`config.mk`:
```
export PLATFORM = sky130hd
export DESIGN_NAME = floating_point_multiplier_flat
export DESIGN_NICKNAME = d
export VERILOG_FILES = /design/src/rtl/fp32_pkg.sv /design/src/rtl/floating_point_multiplier_if.sv /design/src/rtl/fp_mant_mul.sv /design/src/rtl/floating_point_multiplier.sv /design/src/flat_wrapper.sv
export SDC_FILE = /design/constraint.sdc
export NUM_CORES = 1
export LEC_CHECK = 0
export CAP_MARGIN = 20
export CELL_PAD_IN_SITES_DETAIL_PLACEMENT = 0
export CELL_PAD_IN_SITES_GLOBAL_PLACEMENT = 1
export CORE_MARGIN = 5
export CORE_UTILIZATION = 45
export CTS_BUF_LIST = sky130_fd_sc_hd__clkbuf_2 sky130_fd_sc_hd__clkbuf_4 sky130_fd_sc_hd__clkbuf_8
export DETAILED_ROUTE_END_ITERATION = 12
export PLACE_DENSITY = 0.79
export SLEW_MARGIN = 25
export SYNTH_ARGS = -nofsm -noshare
export SYNTH_HDL_FRONTEND = slang
export SYNTH_SLANG_ARGS = --single-unit
```
`constraint.sdc`:
```
create_clock -name clk -period 0.8 [get_ports clk]
set_input_delay 0.16 -clock clk [delete_from_list [all_inputs] [get_ports clk]]
set_output_delay 0.16 -clock clk [all_outputs]
set_load 0.01 [all_outputs]
```
`src/rtl/fp32_pkg.sv`:
```
// Shared binary32 field widths, exponent limits and the packed operand view
// used by the floating-point multiplier.
package fp32_pkg;

    localparam int FP_EXP_W   = 8;
    localparam int FP_FRAC_W  = 23;
    localparam int FP_MANT_W  = FP_FRAC_W + 1;
    localparam int FP_BIAS    = 127;
    localparam int FP_EXP_MAX = 254;

    typedef struct packed {
        logic                 sign;
        logic [FP_EXP_W-1:0]  exp;
        logic [FP_FRAC_W-1:0] frac;
    } fp32_t;

endpackage

```
`src/rtl/floating_point_multiplier_if.sv`:
```
// Operand/result bundle for the multiplier. There is no handshake: the
// master drives a/b every cycle and the slave registers a product every edge.
interface floating_point_multiplier_if;

    logic [31:0] a;
    logic [31:0] b;
    logic [31:0] result;
    logic        overflow;

    modport master (output a, output b, input result, input overflow);
    modport slave  (input a, input b, output result, output overflow);

endinterface

```
`src/rtl/fp_mant_mul.sv`:
```
// Combinational 24x24 unsigned significand multiplier, kept separate so a
// faster or pipelined implementation can be dropped in.
module fp_mant_mul
    import fp32_pkg::*;
(
    input  logic [FP_MANT_W-1:0]   mant_a,
    input  logic [FP_MANT_W-1:0]   mant_b,
    output logic [2*FP_MANT_W-1:0] prod
);

    assign prod = mant_a * mant_b;

endmodule

```
`src/rtl/floating_point_multiplier.sv`:
```
// Binary32 multiplier: flush-to-zero inputs, truncated fraction, wrapped
// exponent field with an out-of-range flag, one output register.
module floating_point_multiplier
    import fp32_pkg::*;
(
    input  logic                        clk,
    input  logic                        rst_n,
    floating_point_multiplier_if.slave  bus
);

    localparam logic signed [9:0] BIAS_S    = 10'(FP_BIAS);
    localparam logic signed [9:0] EXP_MAX_S = 10'(FP_EXP_MAX);

    fp32_t                    op_a;
    fp32_t                    op_b;
    logic [FP_MANT_W-1:0]     mant_a;
    logic [FP_MANT_W-1:0]     mant_b;
    logic [2*FP_MANT_W-1:0]   prod;
    logic signed [9:0]        exp_sum;
    logic signed [9:0]        exp_norm;
    logic [FP_FRAC_W-1:0]     frac_norm;
    logic                     sign;
    logic                     is_zero;
    logic                     ovf_d;
    logic [31:0]              result_d;
    logic                     unused_low_bits;

    assign op_a   = bus.a;
    assign op_b   = bus.b;
    assign mant_a = {1'b1, op_a.frac};
    assign mant_b = {1'b1, op_b.frac};

    fp_mant_mul u_mant_mul (
        .mant_a (mant_a),
        .mant_b (mant_b),
        .prod   (prod)
    );

    // Truncation: product bits below the kept fraction are dropped.
    assign unused_low_bits = ^prod[FP_FRAC_W-1:0];

    always_comb begin
        sign     = op_a.sign ^ op_b.sign;
        is_zero  = (op_a.exp == '0) || (op_b.exp == '0);
        exp_sum  = signed'({2'b00, op_a.exp}) + signed'({2'b00, op_b.exp}) - BIAS_S;
        exp_norm = exp_sum;
        frac_norm = prod[45:23];
        if (prod[47]) begin
            frac_norm = prod[46:24];
            exp_norm  = exp_sum + 10'sd1;
        end
        ovf_d    = (exp_norm > EXP_MAX_S) || (exp_norm < 10'sd1);
        // Exponent field wraps modulo 256 even when flagged; no saturation.
        result_d = {sign, exp_norm[7:0], frac_norm};
        if (is_zero) begin
            ovf_d    = 1'b0;
            result_d = {sign, 31'b0};
        end
    end

    always_ff @(posedge clk or negedge rst_n) begin
        if (!rst_n) begin
            bus.result   <= 32'h0000_0000;
            bus.overflow <= 1'b0;
        end else begin
            bus.result   <= result_d;
            bus.overflow <= ovf_d;
        end
    end

endmodule

```
`src/flat_wrapper.sv`:
```
// flat-port wrapper written by rule: the top's interface ports become plain ports
module floating_point_multiplier_flat import fp32_pkg::*;
  (clk, rst_n, bus_a, bus_b, bus_result, bus_overflow);
  floating_point_multiplier_if bus_i ();
  input  logic clk;
  input  logic rst_n;
  input wire logic [$bits(bus_i.a)-1:0] bus_a;
  input wire logic [$bits(bus_i.b)-1:0] bus_b;
  output wire logic [$bits(bus_i.result)-1:0] bus_result;
  output wire logic [$bits(bus_i.overflow)-1:0] bus_overflow;
  assign bus_i.a = bus_a;
  assign bus_i.b = bus_b;
  assign bus_result = bus_i.result;
  assign bus_overflow = bus_i.overflow;
  floating_point_multiplier u_core (.clk(clk), .rst_n(rst_n), .bus(bus_i));
endmodule
```
==> metrics.txt, run 1 <==
# TYPE chip_impl_metric gauge
chip_impl_metric{name="h-tree-depth",unit=""} 2
chip_impl_info{name="cts_root_buf",value="sky130_fd_sc_hd__clkbuf_8"} 1
chip_impl_metric{name="synth.cell_area",unit="sq um"} 20500
chip_impl_metric{name="cts_num_sinks",unit=""} 33
chip_impl_metric{name="grt_start_max_net_pins",unit=""} 34
chip_impl_metric{name="die_area",unit="sq um"} 49800
chip_impl_metric{name="placed_cell_area",unit="sq um"} 24800
chip_impl_metric{name="totalNegativeSetupSlack",unit="ns"} -188.61
chip_impl_metric{name="post_synthesis_register_bit_count",unit=""} 33
chip_impl_metric{name="final_layout_size_suffix_gt1_share",unit="%"} 31.1
chip_impl_metric{name="fmaxAchievable",unit="GHz"} 0.150
chip_impl_metric{name="layout.cell_area.non_filler",unit="sq um"} 28400
chip_impl_info{name="crit_path_end_kind",value="register"} 1
chip_impl_info{name="crit_slowest_cell",value="sky130_fd_sc_hd__fa_2"} 1
chip_impl_metric{name="drv.max_cap_violation_count",unit=""} 0
chip_impl_metric{name="synth_top_area_share",unit="%"} 47.2
chip_impl_metric{name="final_min_period_over_clock_period",unit="%"} 833
chip_impl_info{name="critPathMostFrequentCell",value="sky130_fd_sc_hd__fa_1"} 1
chip_impl_metric{name="synth.yosys.seq_area_share",unit="%"} 4.04
chip_impl_metric{name="drt.antenna.violating_nets",unit=""} 0
chip_impl_metric{name="cts-buffers-inserted",unit=""} 5
chip_impl_metric{name="design.core.area",unit="sq um"} 45200
chip_impl_info{name="synthFlopType",value="sky130_fd_sc_hd__dfrtp_1"} 1
chip_impl_metric{name="holdWs",unit="ns"} 0.234
chip_impl_info{name="rsz0062_at_grt",value="yes"} 1
chip_impl_metric{name="crit_fanout",unit=""} 7
chip_impl_metric{name="synth_cell_types",unit=""} 79
chip_impl_metric{name="grt.total_usage",unit="%"} 27.5
chip_impl_metric{name="routed_wirelength",unit="um"} 68300
chip_impl_metric{name="grt_overflow",unit=""} 0
chip_impl_info{name="holdCritPathClass",value="in -> async"} 1
chip_impl_info{name="crit_path_start_kind",value="input port"} 1
chip_impl_metric{name="die_height",unit="um"} 223
chip_impl_metric{name="remaining_drc_errors",unit=""} 0
chip_impl_metric{name="drt_iter0_drc",unit=""} 1047
chip_impl_metric{name="fp.dieW",unit="um"} 223
chip_impl_metric{name="required",unit="ns"} 1.01
chip_impl_metric{name="grt_pass1_wl",unit="um"} 108000
chip_impl_metric{name="cp.arrival",unit="ns"} 6.88
chip_impl_metric{name="async_reset_ff_share",unit="%"} 100
chip_impl_metric{name="grt_antenna_before_repair",unit=""} 2
chip_impl_metric{name="initial_core_util",unit="%"} 45.3
chip_impl_metric{name="boundaryPins",unit=""} 99
chip_impl_metric{name="finalSetupViolations",unit=""} 65
chip_impl_info{name="layout_commonest_cell",value="sky130_fd_sc_hd__inv_1"} 1
chip_impl_metric{name="detailedRoute.firstPassIterationCount",unit=""} 5
chip_impl_metric{name="gp_congestion",unit=""} 0.899
chip_impl_metric{name="dpl.hpwl",unit="um"} 49500
chip_impl_metric{name="critical-path-max-stage-delay",unit="ns"} 0.53
chip_impl_info{name="yosysTopAreaCell",value="sky130_fd_sc_hd__fa_1"} 1
chip_impl_metric{name="finalHoldViolations",unit=""} 0
chip_impl_metric{name="finalWorstSetupSlack",unit="ns"} -5.87
chip_impl_info{name="tritoncts_clock_tree",value="built"} 1
chip_impl_metric{name="maxSlewHeadroom",unit="%"} 69.5
chip_impl_metric{name="fillers",unit=""} 3636
chip_impl_metric{name="detail_route.vias_per_cell",unit=""} 5.26
chip_impl_metric{name="design.final.nets",unit=""} 3546
chip_impl_metric{name="mappedNetlistNets",unit=""} 3049
chip_impl_metric{name="final_max_slew_viol_count",unit=""} 0
chip_impl_info{name="run_status",value="finished, violations left"} 1
chip_impl_metric{name="clk_transition_reported_paths",unit="ns"} 0.07
chip_impl_info{name="failed_checks",value="setup timing"} 1
chip_impl_metric{name="yosysWarningCount",unit=""} 0
chip_impl_metric{name="cts_max_path_buffers",unit=""} 2
chip_impl_metric{name="rows",unit=""} 78
chip_impl_metric{name="syn-instance-count",unit=""} 2321
chip_impl_metric{name="final.min_clock_period",unit="ns"} 6.67
chip_impl_metric{name="syn2layout_area_growth",unit="%"} 38.8
chip_impl_info{name="timing.setup.critical_path_class",value="in -> reg"} 1
chip_impl_info{name="ys_top_cells_by_area",value="sky130_fd_sc_hd__fa_1, sky130_fd_sc_hd__ha_1, sky130_fd_sc_hd__inv_1"} 1
chip_impl_metric{name="buffer_ports.inserted",unit=""} 98
chip_impl_metric{name="synth.avg_cell_area",unit="sq um"} 8.81
chip_impl_metric{name="grt_pass1_vias",unit=""} 19723
chip_impl_info{name="mostFrequentLayoutCells",value="sky130_fd_sc_hd__inv_1, sky130_fd_sc_hd__fa_1, sky130_fd_sc_hd__buf_4"} 1
chip_impl_metric{name="detailroute.via_count",unit=""} 18008
chip_impl_metric{name="routedWlPerCell",unit="um"} 20.0
chip_impl_metric{name="synth_enable_flop_cells",unit=""} 0
chip_impl_metric{name="max_slew.worst_pin.slew",unit="ns"} 0.457
[state kept, by name, summed over array words and instances, names as in the netlist]
register / cells
u_core.bus.overflow: 1
u_core.bus.result: 32
[through the flow]
stage / instances / setup WS [ns] / utilization (%)
5_1_grt: 3420 / -6.04 / 62.8
6_report: 3421 / -5.87 / 62.8
4_1_cts: 3402 / -5.86 / 61.3
3_5_place_dp: 3225 / -6.84 / 55.0
3_3_place_gp: 3225 / -6.82 / 55.0
2_1_floorplan: 2321 / -5.67 / -
[Yosys cell counts (17+ instances only)]
library cell and number:
sky130_fd_sc_hd__nor2_1 60, sky130_fd_sc_hd__a21oi_1 55, sky130_fd_sc_hd__nand3_1 23, sky130_fd_sc_hd__o21ai_0 17, sky130_fd_sc_hd__xnor2_1 24, sky130_fd_sc_hd__nor3_1 19
sky130_fd_sc_hd__dfrtp_1 33, sky130_fd_sc_hd__and2_1 219, sky130_fd_sc_hd__fa_1 482, sky130_fd_sc_hd__inv_1 574, sky130_fd_sc_hd__ha_1 180, sky130_fd_sc_hd__nand2_1 348
sky130_fd_sc_hd__a21o_1 20, sky130_fd_sc_hd__clkbuf_1 96
[how the worst max path moves through the flow]
stage          depth (start not counted)       from                              to  slack, ns
3_5_place_dp                          25  bus_b[12]  u_core.bus.result[9]$_DFF_PN0_      -6.84
4_1_cts                               27  bus_b[14]   u_core.bus.overflow$_DFF_PN0_      -5.86
3_3_place_gp                          22   bus_b[0]  u_core.bus.result[9]$_DFF_PN0_      -6.82
5_1_grt                               29  bus_a[13]  u_core.bus.result[5]$_DFF_PN0_      -6.04
6_report                              29  bus_a[13]   u_core.bus.overflow$_DFF_PN0_      -5.87
2_1_floorplan                         26   bus_b[2]   u_core.bus.overflow$_DFF_PN0_      -5.67
[logic make-up after synthesis]
logic type	after synthesis	share of synthesized area, %
flip-flops	33	4.04
adder cells (fa/ha/maj)	662	58.2
XOR/XNOR	38	1.74
AO/OA/AOI/OAI	164	5.51
buffers and inverters	682	12.6
AND/OR/NAND/NOR	737	17.6
multiplexers	5	0.251
[worst max-delay path: cells and delay by family]
family | cells | cell delay (ns)
fa+ha+maj | 8 | 3.74
buf+inv | 10 | 1.02
simple gates | 3 | 0.57
xor+xnor | 1 | 0.17
compound gates | 7 | 1.21
[final cells by class]
type	count	area [sq um]	share of cell area, %
Antenna cell	2	5.00	0.0176
Clock buffer	5	68.8	0.242
Clock inverter	3	17.5	0.0617
Inverter	576	2190	7.72
Multi-Input combinational cell	1607	18300	64.5
Sequential cell	33	826	2.91
Tap cell	600	751	2.64
Timing Repair Buffer	595	6200	21.9
[per-layer routing]
layer	vias to the layer above	track usage [%]	share of wire, %	routed length, um
li1	7882	-	-	-
met1	9206	34.1	38	25600
met2	699	47.8	50	33900
met3	221	5.17	7.5	5120
met4	0	10.6	5.4	3670
met5	-	0	0	0
[what timing repair did]
item,4_1_cts,5_1_grt
resized for setup,613,162
setup buffers,139,19
hold buffers,0,0
setup endpoints to repair,65,65
pin swaps,194,169
cloned,34,0
Power of run 1 is not shown: default switching activity piles up to over one toggle a cycle in this logic, so the estimate is an artifact.
==> run 2, diff against run 1 <==
--- a/config.mk
+++ b/config.mk
@@ -12,7 +12,7 @@
 export CORE_UTILIZATION = 45
 export CTS_BUF_LIST = sky130_fd_sc_hd__clkbuf_2 sky130_fd_sc_hd__clkbuf_4 sky130_fd_sc_hd__clkbuf_8
 export DETAILED_ROUTE_END_ITERATION = 12
-export PLACE_DENSITY = 0.79
+export PLACE_DENSITY_LB_ADDON = 0.25
 export SLEW_MARGIN = 25
 export SYNTH_ARGS = -nofsm -noshare
 export SYNTH_HDL_FRONTEND = slang
==> metrics.txt, run 2 (synthesis gave the netlist of run 1 again) <==
# TYPE chip_impl_metric gauge
chip_impl_metric{name="placement.setup.worst_slack",unit="ns"} -6.83
chip_impl_metric{name="fp.dieW",unit="um"} 223
chip_impl_metric{name="remaining_drc_errors",unit=""} 0
chip_impl_metric{name="detailedRoute.firstPassIterationCount",unit=""} 5
chip_impl_metric{name="required",unit="ns"} 0.97
chip_impl_metric{name="finalHoldViolations",unit=""} 0
chip_impl_metric{name="syn2layout_area_growth",unit="%"} 37.0
chip_impl_metric{name="grt_pass1_vias",unit=""} 19851
chip_impl_metric{name="crit_fanout",unit=""} 5
chip_impl_metric{name="die_area",unit="sq um"} 49800
chip_impl_metric{name="largest_register_ffs",unit=""} 32
chip_impl_metric{name="rows",unit=""} 78
chip_impl_metric{name="design.final.nets",unit=""} 3529
chip_impl_metric{name="h-tree-depth",unit=""} 2
chip_impl_info{name="crit_path_end_kind",value="register"} 1
chip_impl_info{name="crit_slowest_cell",value="sky130_fd_sc_hd__fa_1"} 1
chip_impl_info{name="max_flop_register",value="u_core.bus.result"} 1
chip_impl_metric{name="max_slew.worst_pin.slew",unit="ns"} 0.428
chip_impl_metric{name="finalSetupViolations",unit=""} 65
chip_impl_info{name="rsz0062_at_grt",value="yes"} 1
chip_impl_metric{name="design.core.area",unit="sq um"} 45200
chip_impl_metric{name="drt.antenna.violating_nets",unit=""} 0
chip_impl_metric{name="cts_hold_fix_bufs",unit=""} 0
chip_impl_metric{name="boundaryPins",unit=""} 99
chip_impl_metric{name="buffer_ports.inserted",unit=""} 98
chip_impl_metric{name="cts_max_path_buffers",unit=""} 2
chip_impl_info{name="tritoncts_clock_tree",value="built"} 1
chip_impl_info{name="timing.setup.critical_path_class",value="in -> reg"} 1
chip_impl_metric{name="cts-buffers-inserted",unit=""} 5
chip_impl_metric{name="critical-path-max-stage-delay",unit="ns"} 0.55
chip_impl_metric{name="final_min_period_over_clock_period",unit="%"} 848
chip_impl_metric{name="gp_congestion",unit=""} 0.887
chip_impl_metric{name="final.min_clock_period",unit="ns"} 6.78
chip_impl_metric{name="dpl.hpwl",unit="um"} 49900
chip_impl_metric{name="cp.arrival",unit="ns"} 6.95
chip_impl_metric{name="final_layout_size_suffix_gt1_share",unit="%"} 29.1
chip_impl_info{name="layout_commonest_cell",value="sky130_fd_sc_hd__inv_1"} 1
chip_impl_info{name="cts_root_buf",value="sky130_fd_sc_hd__clkbuf_8"} 1
chip_impl_info{name="holdCritPathClass",value="in -> async"} 1
chip_impl_metric{name="final_max_slew_viol_count",unit=""} 0
chip_impl_metric{name="cts_num_sinks",unit=""} 33
chip_impl_info{name="largest_registers",value="u_core.bus.result (32), u_core.bus.overflow (1)"} 1
chip_impl_metric{name="maxSlewHeadroom",unit="%"} 71.1
chip_impl_metric{name="detail_route.vias_per_cell",unit=""} 5.22
chip_impl_metric{name="grt_pass1_wl",unit="um"} 108000
chip_impl_metric{name="detailroute.via_count",unit=""} 17767
chip_impl_metric{name="initial_core_util",unit="%"} 45.3
chip_impl_metric{name="clk_transition_reported_paths",unit="ns"} 0.08
chip_impl_metric{name="grt_antenna_before_repair",unit=""} 0
chip_impl_metric{name="grt.total_usage",unit="%"} 27.8
chip_impl_metric{name="finalWorstSetupSlack",unit="ns"} -5.98
chip_impl_metric{name="die_height",unit="um"} 223
chip_impl_metric{name="grt_start_max_net_pins",unit=""} 24
chip_impl_info{name="run_status",value="finished, violations left"} 1
chip_impl_metric{name="routed_wirelength",unit="um"} 68100
chip_impl_metric{name="routedWlPerCell",unit="um"} 20.0
chip_impl_metric{name="grt_overflow",unit=""} 0
chip_impl_metric{name="drv.max_cap_violation_count",unit=""} 0
chip_impl_info{name="crit_path_start_kind",value="input port"} 1
chip_impl_metric{name="fin_util",unit="%"} 62.0
chip_impl_info{name="failed_checks",value="setup timing"} 1
chip_impl_info{name="critPathMostFrequentCell",value="sky130_fd_sc_hd__fa_1"} 1
chip_impl_info{name="mostFrequentLayoutCells",value="sky130_fd_sc_hd__inv_1, sky130_fd_sc_hd__fa_1, sky130_fd_sc_hd__buf_4"} 1
chip_impl_metric{name="antennaDiodeCount",unit=""} 0
chip_impl_metric{name="drt_iter0_drc",unit=""} 1058
chip_impl_metric{name="fmaxAchievable",unit="GHz"} 0.147
chip_impl_metric{name="holdWs",unit="ns"} 0.239
## run 2: changes by cell type in the layout (fill, tap and decap cells not counted), moves of 5 or more
| cell | change |
|---|---|
| sky130_fd_sc_hd__buf_4 | -21 |
| sky130_fd_sc_hd__inv_2 | -11 |
| sky130_fd_sc_hd__inv_1 | +9 |
| sky130_fd_sc_hd__ha_1 | +8 |
| sky130_fd_sc_hd__ha_4 | -8 |
| sky130_fd_sc_hd__buf_8 | +7 |
| sky130_fd_sc_hd__fa_1 | +6 |
| sky130_fd_sc_hd__fa_2 | -6 |
| sky130_fd_sc_hd__nand2_4 | -6 |
| sky130_fd_sc_hd__nor2_2 | +5 |
## run 2: final cells by class
cell class                 instances  area (sq um)
multi-input combinational       1606         18000
fill                            3784         17200
timing repair buffer             579          6100
inverter                         576          2200
sequential                        33           826
tap                              600           751
clock buffer                       7          90.1
clock inverter                     1          30.0
## run 2: worst max path at each step
stage                         start                         endpoint  slack [ns]  cells past startpoint
after global placement     bus_a[6]  u_core.bus.result[14]$_DFF_PN0_       -6.74                     28
after CTS                 bus_a[15]   u_core.bus.result[5]$_DFF_PN0_       -5.85                     30
final                     bus_a[15]  u_core.bus.result[21]$_DFF_PN0_       -5.98                     30
after global routing      bus_a[15]   u_core.bus.result[5]$_DFF_PN0_       -6.15                     30
after detailed placement   bus_b[0]  u_core.bus.result[14]$_DFF_PN0_       -6.83                     28
after floorplan            bus_b[2]    u_core.bus.overflow$_DFF_PN0_       -5.67                     26
## run 2: through the flow
step / cells / cell area [sq um] / setup TNS, ns
after global routing: 3402 / 28000 / -198.11
after global placement: 3237 / 24900 / -216.60
after CTS: 3399 / 27800 / -189.14
after floorplan: 2321 / 20700 / -175.86
final: 3402 / 28000 / -190.76
after detailed placement: 3237 / 24900 / -219.09
## run 2: metal layers
metal,global-route usage [%],up-vias,part of all wire (%)
li1,-,7852,-
met1,34.7,9087,38
met2,47.8,619,49
met3,4.47,209,6.9
met4,12.0,0,5.8
met5,0,-,0
## run 2: worst max-delay path, delay by kind of cell
kind | cells | cell delay, ns
compound gates | 3 | 0.49
xor+xnor | 1 | 0.18
fa+ha+maj | 8 | 3.79
buf+inv | 11 | 0.99
simple gates | 7 | 1.33
## run 2: timing repair
item / 4_1_cts / 5_1_grt
buffers inserted: 122 / 6
gates cloned: 35 / 0
resized for setup: 670 / 46
pin swaps: 200 / 19
setup endpoints to repair: 65 / 65
Power of run 2 is left out for the same reason.
